--- src/rtl/music_voice_bank.sv ---
// music_voice_bank
//   Bank of NUM_VOICES independent square-wave tone generators. Each voice
//   holds a programmable half-period. Global octave shift, tremolo gating
//   and LED blink are shared by all voices. The gated voices are mixed into
//   a 1-bit sigma-delta stream for the audio pin.
//
// Ports
//   clk          system clock
//   rst          synchronous reset, active-high
//   wr_en        single-cycle period write strobe
//   wr_sel       voice index for the write
//   wr_period    half-period in clk cycles (0 mutes the voice)
//   octave_up    halve every effective half-period
//   octave_down  double every effective half-period
//   tremolo_en   gate voices with the LFO MSB
//   led_en       enable LED blink
//   voice_out    registered per-voice square waves after tremolo gating
//   mix_out      sigma-delta mix of voice_out (even voices in stereo build)
//   any_active   combinational OR of (period != 0) over all voices
//   led_out      registered activity LED
//   mix_out_r    stereo build only: sigma-delta mix of odd voices
//
// Build option
//   MUSIC_VOICE_BANK_STEREO_EN: adds mix_out_r and splits the mixer into an
//   even-voice channel (mix_out) and an odd-voice channel (mix_out_r), each
//   dividing by NUM_VOICES/2.
module music_voice_bank #(
    parameter int unsigned NUM_VOICES = 4,
    parameter int unsigned PERIOD_W   = 12,
    parameter int unsigned TREM_W     = 16,
    localparam int unsigned SEL_W     = $clog2(NUM_VOICES)
) (
    input  logic                  clk,
    input  logic                  rst,
    input  logic                  wr_en,
    input  logic [SEL_W-1:0]      wr_sel,
    input  logic [PERIOD_W-1:0]   wr_period,
    input  logic                  octave_up,
    input  logic                  octave_down,
    input  logic                  tremolo_en,
    input  logic                  led_en,
    output logic [NUM_VOICES-1:0] voice_out,
    output logic                  mix_out,
    output logic                  any_active,
    output logic                  led_out
`ifdef MUSIC_VOICE_BANK_STEREO_EN
    ,
    output logic                  mix_out_r
`endif
);

    localparam int unsigned H_W   = PERIOD_W + 1;
    localparam int unsigned ACC_W = SEL_W + 1;
    localparam int unsigned SUM_W = SEL_W + 2;

    logic [NUM_VOICES-1:0][PERIOD_W-1:0] period_q, period_d;
    logic [NUM_VOICES-1:0][H_W-1:0]      cnt_q, cnt_d;
    logic [NUM_VOICES-1:0][H_W-1:0]      half_c;
    logic [NUM_VOICES-1:0]               raw_q, raw_d;
    logic [NUM_VOICES-1:0]               voice_q, voice_d;
    logic [TREM_W-1:0]                   lfo_q, lfo_d;
    logic [ACC_W-1:0]                    acc_q, acc_d;
    logic                                mix_q, mix_d;
    logic                                led_q, led_d;
    logic                                gate_c;

    // Effective half-period after octave shift; a nonzero period never maps to 0.
    function automatic logic [H_W-1:0] eff_half(input logic [PERIOD_W-1:0] p,
                                                input logic                up,
                                                input logic                dn);
        logic [H_W-1:0] h;
        h = H_W'(p);
        if (up && !dn) begin
            h = h >> 1;
        end else if (dn && !up) begin
            h = h << 1;
        end
        if ((p != '0) && (h == '0)) begin
            h = H_W'(1);
        end
        return h;
    endfunction

    // Any voice with a nonzero period counts as active.
    always_comb begin
        any_active = 1'b0;
        for (int unsigned i = 0; i < NUM_VOICES; i++) begin
            any_active = any_active | (period_q[i] != '0);
        end
    end

    // Per-voice period register, half-period counter and raw tone.
    always_comb begin
        period_d = period_q;
        cnt_d    = cnt_q;
        raw_d    = raw_q;
        half_c   = '0;
        for (int unsigned i = 0; i < NUM_VOICES; i++) begin
            half_c[i] = eff_half(period_q[i], octave_up, octave_down);
            if (wr_en && (wr_sel == SEL_W'(i))) begin
                period_d[i] = wr_period;
                cnt_d[i]    = '0;
                raw_d[i]    = 1'b0;
            end else if (period_q[i] == '0) begin
                cnt_d[i] = '0;
                raw_d[i] = 1'b0;
            end else if (cnt_q[i] >= (half_c[i] - H_W'(1))) begin
                // ">=" so a shrinking half-period wraps on the very next edge
                cnt_d[i] = '0;
                raw_d[i] = ~raw_q[i];
            end else begin
                cnt_d[i] = cnt_q[i] + H_W'(1);
            end
        end
    end

    // LFO, tremolo gate and LED. voice_out tracks the tone registered this edge.
    always_comb begin
        lfo_d   = lfo_q + TREM_W'(1);
        gate_c  = ~tremolo_en | lfo_d[TREM_W-1];
        voice_d = raw_d & {NUM_VOICES{gate_c}};
        led_d   = led_en & any_active & lfo_q[TREM_W-1];
    end

`ifdef MUSIC_VOICE_BANK_STEREO_EN
    localparam int unsigned HALF_V = NUM_VOICES / 2;

    logic [ACC_W-1:0] acc_r_q, acc_r_d;
    logic             mix_r_q, mix_r_d;
    logic [SUM_W-1:0] sum_l_c, sum_r_c;

    // Two first-order sigma-delta channels: even voices left, odd voices right.
    always_comb begin
        sum_l_c = SUM_W'(acc_q);
        sum_r_c = SUM_W'(acc_r_q);
        for (int unsigned i = 0; i < NUM_VOICES; i++) begin
            if ((i % 2) == 0) begin
                sum_l_c = sum_l_c + SUM_W'(voice_q[i]);
            end else begin
                sum_r_c = sum_r_c + SUM_W'(voice_q[i]);
            end
        end
        if (sum_l_c >= SUM_W'(HALF_V)) begin
            mix_d = 1'b1;
            acc_d = ACC_W'(sum_l_c - SUM_W'(HALF_V));
        end else begin
            mix_d = 1'b0;
            acc_d = ACC_W'(sum_l_c);
        end
        if (sum_r_c >= SUM_W'(HALF_V)) begin
            mix_r_d = 1'b1;
            acc_r_d = ACC_W'(sum_r_c - SUM_W'(HALF_V));
        end else begin
            mix_r_d = 1'b0;
            acc_r_d = ACC_W'(sum_r_c);
        end
    end

    always_ff @(posedge clk) begin
        if (rst) begin
            acc_r_q <= '0;
            mix_r_q <= 1'b0;
        end else begin
            acc_r_q <= acc_r_d;
            mix_r_q <= mix_r_d;
        end
    end

    assign mix_out_r = mix_r_q;
`else
    logic [SUM_W-1:0] sum_c;

    // First-order sigma-delta: emit 1 whenever the running total crosses NUM_VOICES.
    always_comb begin
        sum_c = SUM_W'(acc_q);
        for (int unsigned i = 0; i < NUM_VOICES; i++) begin
            sum_c = sum_c + SUM_W'(voice_q[i]);
        end
        if (sum_c >= SUM_W'(NUM_VOICES)) begin
            mix_d = 1'b1;
            acc_d = ACC_W'(sum_c - SUM_W'(NUM_VOICES));
        end else begin
            mix_d = 1'b0;
            acc_d = ACC_W'(sum_c);
        end
    end
`endif

    // State registers.
    always_ff @(posedge clk) begin
        if (rst) begin
            period_q <= '0;
            cnt_q    <= '0;
            raw_q    <= '0;
            voice_q  <= '0;
            lfo_q    <= '0;
            acc_q    <= '0;
            mix_q    <= 1'b0;
            led_q    <= 1'b0;
        end else begin
            period_q <= period_d;
            cnt_q    <= cnt_d;
            raw_q    <= raw_d;
            voice_q  <= voice_d;
            lfo_q    <= lfo_d;
            acc_q    <= acc_d;
            mix_q    <= mix_d;
            led_q    <= led_d;
        end
    end

    assign voice_out = voice_q;
    assign mix_out   = mix_q;
    assign led_out   = led_q;

endmodule

--- config.mk ---
export PLATFORM = sky130hd
export DESIGN_NAME = music_voice_bank
export DESIGN_NICKNAME = d
export VERILOG_FILES = /design/src/rtl/music_voice_bank.sv
export SDC_FILE = /design/constraint.sdc
export NUM_CORES = 1
export LEC_CHECK = 0
export ABC_AREA = 1
export CORE_MARGIN = 4
export CORE_UTILIZATION = 65
export CTS_BUF_LIST = sky130_fd_sc_hd__clkbuf_2 sky130_fd_sc_hd__clkbuf_4 sky130_fd_sc_hd__clkbuf_8
export DETAILED_ROUTE_END_ITERATION = 7
export HOLD_SLACK_MARGIN = 0.1
export PLACE_DENSITY_LB_ADDON = 0.3
export REMOVE_ABC_BUFFERS = 1
export SETUP_SLACK_MARGIN = 0.1
export SKIP_CTS_REPAIR_TIMING = 1
export SYNTH_ARGS = -nofsm -noshare
export SYNTH_HDL_FRONTEND = slang
export SYNTH_SLANG_ARGS = --single-unit
export TNS_END_PERCENT = 5
--- constraint.sdc ---
create_clock -name clk -period 9.75 [get_ports clk]
set_input_delay 2.925 -clock clk [delete_from_list [all_inputs] [get_ports clk]]
set_output_delay 2.925 -clock clk [all_outputs]
set_load 0.02 [all_outputs]
Yosys cells after proc, flatten, opt, wreduce, memory -nomap -nowiden --
Cells that the tools add are included.
Word-level totals: bits in registers 129, input bits 21, output and inout bits 7
Cells by class: bitwise logic cells 12, $add $sub $neg 14, reduce and logical (&&, ||, !) cells 29, equality and inequality tests 3, magnitude comparators 5, multiplexer cells 26
Operators by type and width (number):
- two-way mux 13 bit | 12
- adder 13 x 1 -> 13 bit, second input constant | 4
- greater-or-equal comparator 13 bit | 4
- zero test 13 bit | 4
- subtractor 13 x 1 -> 13 bit, second input constant | 4
- zero test 12 bit | 4
- nonzero test 12 bit | 4
- adder 16 x 1 -> 16 bit, second input constant | 1
- OR reduction 4 bit | 4
- two-way mux 1 bit | 13
- adder 4 x 1 -> 4 bit | 3
- logical AND 1 bit | 10
- inverter 1 bit | 5
- adder 3 x 1 -> 4 bit | 1
- AND 4 bit | 1
- equality test 2 bit, second input constant | 2
- greater-or-equal comparator 4 x 3 -> 1 bit, second input constant | 1
- bitwise OR 1 bit | 4
- two-way mux 3 bit | 1
- subtractor 3 bit, second input constant | 1
- AND 1 bit | 2
- equality test 2 x 1 -> 1 bit, second input constant | 1
- zero test 1 bit | 2
- zero test 2 bit | 1

Longest topological paths before layout --
depth in word-level cells 13, gate-level depth with buffers 27

Worst setup path after synthesis --
No wires, ideal clock.
path type input-to-reg, start input port octave_down, end register cnt_q[49] (netlist name), setup time 78 ps, stages on the path 25, path slack 3670 ps, data arrival time 6002 ps, data required time 9672 ps, cell sequence inv_2 -> nor2_4 -> buf_2 -> nand2_1 -> nand2_1 -> inv_2 -> nand2_1 -> nor2_2 -> nand3_1 -> nor2_2 -> nor2_4 -> ha_1 -> nand2_1 -> nor2_2 -> nand4_2 -> nor2_1 -> xor2_1 -> ha_1 -> a21oi_1 -> o21ai_0 -> a21oi_1 -> nand3_1 -> or2_2 -> clkbuf_1 -> nor3_1
On the way: cells in the longest elaborated chain, start to end 9
RTL lines:
- from (decl) | RTL line 39 | input logic octave_down,
- logical AND 1 bit or zero test 1 bit (tied branches) | RTL line 75, 73
- two-way mux 13 bit or logical AND 1 bit (tied branches) | RTL line 75, 73
- two-way mux 13 bit * | RTL line 73 | if (up && !dn) begin
- zero test 13 bit | RTL line 78 | if ((p != '0) && (h == '0)) begin
- logical AND 1 bit | RTL line 78
- two-way mux 13 bit * | RTL line 78
- subtractor 13 x 1 -> 13 bit * | RTL line 107 | end else if (cnt_q[i] >= (half_c[i] - H_W'(1))) begin
- greater-or-equal comparator 13 bit * | RTL line 107
- OR reduction 4 bit (no line) *
- to (signal assigned) | RTL line 202 | cnt_q <= cnt_d;
- to (decl) | RTL line 57 | logic [NUM_VOICES-1:0][H_W-1:0] cnt_q, cnt_d;
Mark *: on every way between the ends. The rest lies on a longest branch, timed or not. A chain may end at the register's enable or synchronous reset.

Final worst setup path --
start input port octave_up, end register cnt_q[38] (netlist name)
On the way: cells in the longest elaborated chain, start to end 10
RTL lines:
- from (decl) | RTL line 38 | input logic octave_up,
- zero test 1 bit | RTL line 75 | end else if (dn && !up) begin
- logical AND 1 bit | RTL line 75
- two-way mux 13 bit | RTL line 75
- two-way mux 13 bit * | RTL line 73
- zero test 13 bit | RTL line 78
- logical AND 1 bit | RTL line 78
- two-way mux 13 bit * | RTL line 78
- subtractor 13 x 1 -> 13 bit * | RTL line 107
- greater-or-equal comparator 13 bit * | RTL line 107
- OR reduction 4 bit (no line) *
Marks and branches as above.

==> impl_metrics.csv <==
group,metric,value,unit
outcome,run_status,"completed",
logic_synthesis,async_flop_share,0,
critical_path,critPathRequiredTime,10.12,ns
cells_and_area,fin_area,0.009676,mm^2
min_path,min-delay-start,"lfo_q[13]$_SDFF_PP0_",
cts,clk_pin_slew,0.09,ns
drt,first_iter_violations,920,
placed_design,place_inst,1530,
global_routing,grt_pass1_wl,36600,um
power_and_ir_drop,combPwrFrac,0.306,
logic_synthesis,ys.flop_type,"dfxtp_1",
critical_path,cp.buffers_inverters,4,
critical_path,worstRegToRegCells,23,
cells_and_area,layout_commonest_cell,"nand2_1",
sta,maxSlewHeadroom,0.4133,
sta,worst_pin_slew,0.8780,ns
logic_synthesis,synth-simple-area-share,0.3791,
cells_and_area,fillCellCount,1136,
floorplan,die_h,125.7,um
sta,finalCriticalPeriod,7.599,ns
floorplan,start_util,0.6722,
global_routing,gr-total-overflow,0,
drt,wire_per_inst,13.83,um
sta,report.final.slew_viol_count,0,
placed_design,placed_cell_area,0.009316,mm^2
cells_and_area,register_area,0.002582,mm^2
floorplan,fp.dieW,125.7,um
logic_synthesis,synth.avg_cell_area,6.638,um^2
power_and_ir_drop,clockPowerShare,0.300,
sta,hold_viol,0,
critical_path,r2r_end,"cnt_q[38]$_SDFF_PP0_",
cts,cts_tree,"yes",
logic_synthesis,synth_seq_cells,129,
min_path,worstHoldEndpoint,"lfo_q[13]$_SDFF_PP0_",
global_routing,grt_pass1_vias,7957,
global_routing,grt_antenna_before_repair,0,
power_and_ir_drop,swShare,0.3812,
sta,fin_crit_sh,0.7794,
logic_synthesis,synth_area,0.009007,mm^2
logic_synthesis,synthAdderAreaFrac,0.09279,
logic_synthesis,synth_edf_count,0,
critical_path,worst_setup_path_start_kind,"input port",
critical_path,critPathMostFrequentCell,"nand2_1",
power_and_ir_drop,p_total,1.426,mW
power_and_ir_drop,p_leak,4.478,nW
logic_synthesis,synth_area_leaders,"dfxtp_1, nand2_1, ha_1",
cts,clock-sinks,129,
cells_and_area,instances_no_fill,1562,
logic_synthesis,synthCells,1357,
sta,finalSetupViolCount,0,
drt,viasPerCell,5.614,
global_routing,grt_max_degree,41,
critical_path,critPathKind,"input port to flop",
cells_and_area,area_growth,7.418,%
drt,finalWirelength,21600,um
critical_path,worst_setup_path_end_kind,"flop",
placed_design,place_hpwl,16010,um
critical_path,cp.arrival,7.97,ns
cells_and_area,drive_above_1_share,0.07359,
power_and_ir_drop,p_int,882.2,uW
placed_design,dpl_worst_slack,1.739,ns
drt,dr.pass1.iters,7,
critical_path,r2r_start,"period_q[35]$_SDFFE_PP0P_",
floorplan,rows,42,
cts,clk_path_buf_depth,2,
floorplan,io_pins,28,
critical_path,rrSetupSlack,5.75,ns
drt,drc,0,
critical_path,worst_path_max_delay_cell,"nor2_4",
sta,fmax,131.6,MHz
logic_synthesis,synth.distinct_cells,47,
cts,cts_made_buffers,17,
cts,clock_latency,0.46,ns
cells_and_area,fin_nets,1459,
cts,cts-root-buf,"clkbuf_8",
logic_synthesis,synth_warnings,0,
global_routing,grt_use_total,0.2761,
critical_path,critPathLaunch,"octave_up",
floorplan,die-area,0.01580,mm^2
logic_synthesis,synth_top_family_by_area,"simple AND/OR/NAND/NOR gates",
min_path,hp-class,"flop to flop",
sta,skew,0.01567,ns
placed_design,place.gp.congestion,0.9479,
cts,cts_htree_levels,4,
run,maxCapViolations,0,
sta,rsz0062_at_grt,"no",
critical_path,path_max_fanout,40,
critical_path,crit_family,"simple AND/OR/NAND/NOR gates",
power_and_ir_drop,seq_power_share,0.394,
floorplan,placeableCoreArea,0.01340,mm^2
power_and_ir_drop,p_sw,543.5,uW
drt,postRouteAntennaNets,0,
sta,setup_tns,0,ns
drt,vias,8769,
sta,worst_slack,2.151,ns
min_path,holdPathStages,2,
logic_synthesis,synth_xor_area_frac,0.05445,
power_and_ir_drop,powerDensity,147.4,mW/mm^2
power_and_ir_drop,vdd_drop_max,0.1105,mV
cells_and_area,n_antenna_cell,0,
placed_design,io_buffers,27,
logic_synthesis,muxShareOfSynthArea,0,
logic_synthesis,synth_compound_area_frac,0.09751,
cells_and_area,multi_input_area,0.005619,mm^2
logic_synthesis,synth_top_area_frac,0.2867,
logic_synthesis,ys_seq_area_frac,0.2867,
cells_and_area,layout_common_cells,"nand2_1, nor2_1, inv_1",
logic_synthesis,yosysTopAreaCell,"dfxtp_1",
critical_path,slowest_delay,0.71,ns
[cell usage after synthesis, types with 2 or more instances]
| cell type | count |
|---|---|
| inv_1 | 152 |
| or2_2 | 5 |
| o21ai_0 | 73 |
| nand2_4 | 3 |
| nand2_2 | 7 |
| nor2_1 | 205 |
| xnor2_1 | 18 |
| xor2_1 | 38 |
| nor4_1 | 5 |
| o21ai_1 | 3 |
| clkbuf_1 | 18 |
| nor3b_1 | 3 |
| buf_6 | 6 |
| nor2_2 | 19 |
| nor3_1 | 21 |
| nand4_1 | 42 |
| ha_1 | 62 |
| buf_2 | 4 |
| nand3_2 | 7 |
| nand3b_1 | 7 |
| nand3_1 | 117 |
| inv_2 | 5 |
| nand2_1 | 290 |
| a21oi_2 | 2 |
| nor2_4 | 9 |
| fa_1 | 3 |
| a31oi_1 | 2 |
| buf_8 | 2 |
| a21oi_1 | 80 |
| dfxtp_1 | 129 |
| and2_1 | 2 |
| buf_4 | 2 |
| o211ai_2 | 2 |
[kinds of logic after synthesis]
logic type / after synthesis
flops: 129
simple gates: 748
buf+inv: 192
xor+xnor: 56
fa+ha+maj: 65
compound gates: 167
[routing by layer]
metal  global-route usage  vias to the layer above  part of all wire
li1                     -                     4454                 -
met1               0.3887                     3934              0.47
met2               0.4242                      344              0.43
met3              0.06901                       37             0.080
met4              0.07334                        0             0.014
met5                    0                        -                 0
[power groups by stage]
stage | clock [mW] | sequential, mW | combinational (mW)
after CTS | 0.435 | 0.561 | 0.431
after global routing | 0.458 | 0.564 | 0.497
after global placement | 0 | 0.573 | 0.416
after detailed placement | 0 | 0.573 | 0.426
after floorplan | 0 | 0.568 | 0.331
final | 0.427 | 0.562 | 0.436
[worst reg2reg max path, stage by stage, from the launching register on]
cell and delay (ns):
dfxtp_1 0.36, inv_1 0.15, nand2_1 0.07, nor3_1 0.13, nand2_1 0.18, nand2_1 0.12
nor2_2 0.04, nand2_2 0.08, nor2_4 0.05, nor2_8 0.14, ha_1 0.23, nand2_1 0.09
nor2_2 0.15, nand3_2 0.13, nor2_1 0.18, xor2_1 0.18, ha_1 0.28, nand2_1 0.07
inv_1 0.05, nand3_1 0.11, nor3_1 0.07, o21ai_0 0.20, nand4_1 0.53, nor3b_1 0.35
[sequential cells by signal, indices dropped and copies added (netlist names)]
signal / count
mix_out: 1
led_out: 1
raw_q: 4
lfo_q: 16
acc_q: 3
cnt_q: 52
voice_out: 4
period_q: 48
[area by class of cell]
class | instances | area share
Inverter | 159 | 0.06220
Multi-Input combinational cell | 1036 | 0.5808
Timing Repair Buffer | 30 | 0.03026
Clock buffer | 17 | 0.02418
Clock inverter | 15 | 0.01293
Sequential cell | 129 | 0.2669
Tap cell | 176 | 0.02276
[metrics by stage]
step                        util  hold WS, ns
final                     0.7220       0.4547
after global routing      0.7220       0.4789
after CTS                 0.7220       0.4557
after detailed placement  0.6952       0.4442
after global placement    0.6952       0.4302
after floorplan                -       0.4162
[worst max path at each step]
stage,end,slack (ns),depth (start not counted)
6_report,cnt_q[38]$_SDFF_PP0_,2.15,25
3_3_place_gp,cnt_q[3]$_SDFF_PP0_,2.02,24
3_5_place_dp,cnt_q[38]$_SDFF_PP0_,1.74,25
4_1_cts,cnt_q[38]$_SDFF_PP0_,2.21,25
5_1_grt,cnt_q[38]$_SDFF_PP0_,1.66,25
2_1_floorplan,cnt_q[29]$_SDFF_PP0_,3.45,24
Power figures use the tool's default switching activity.
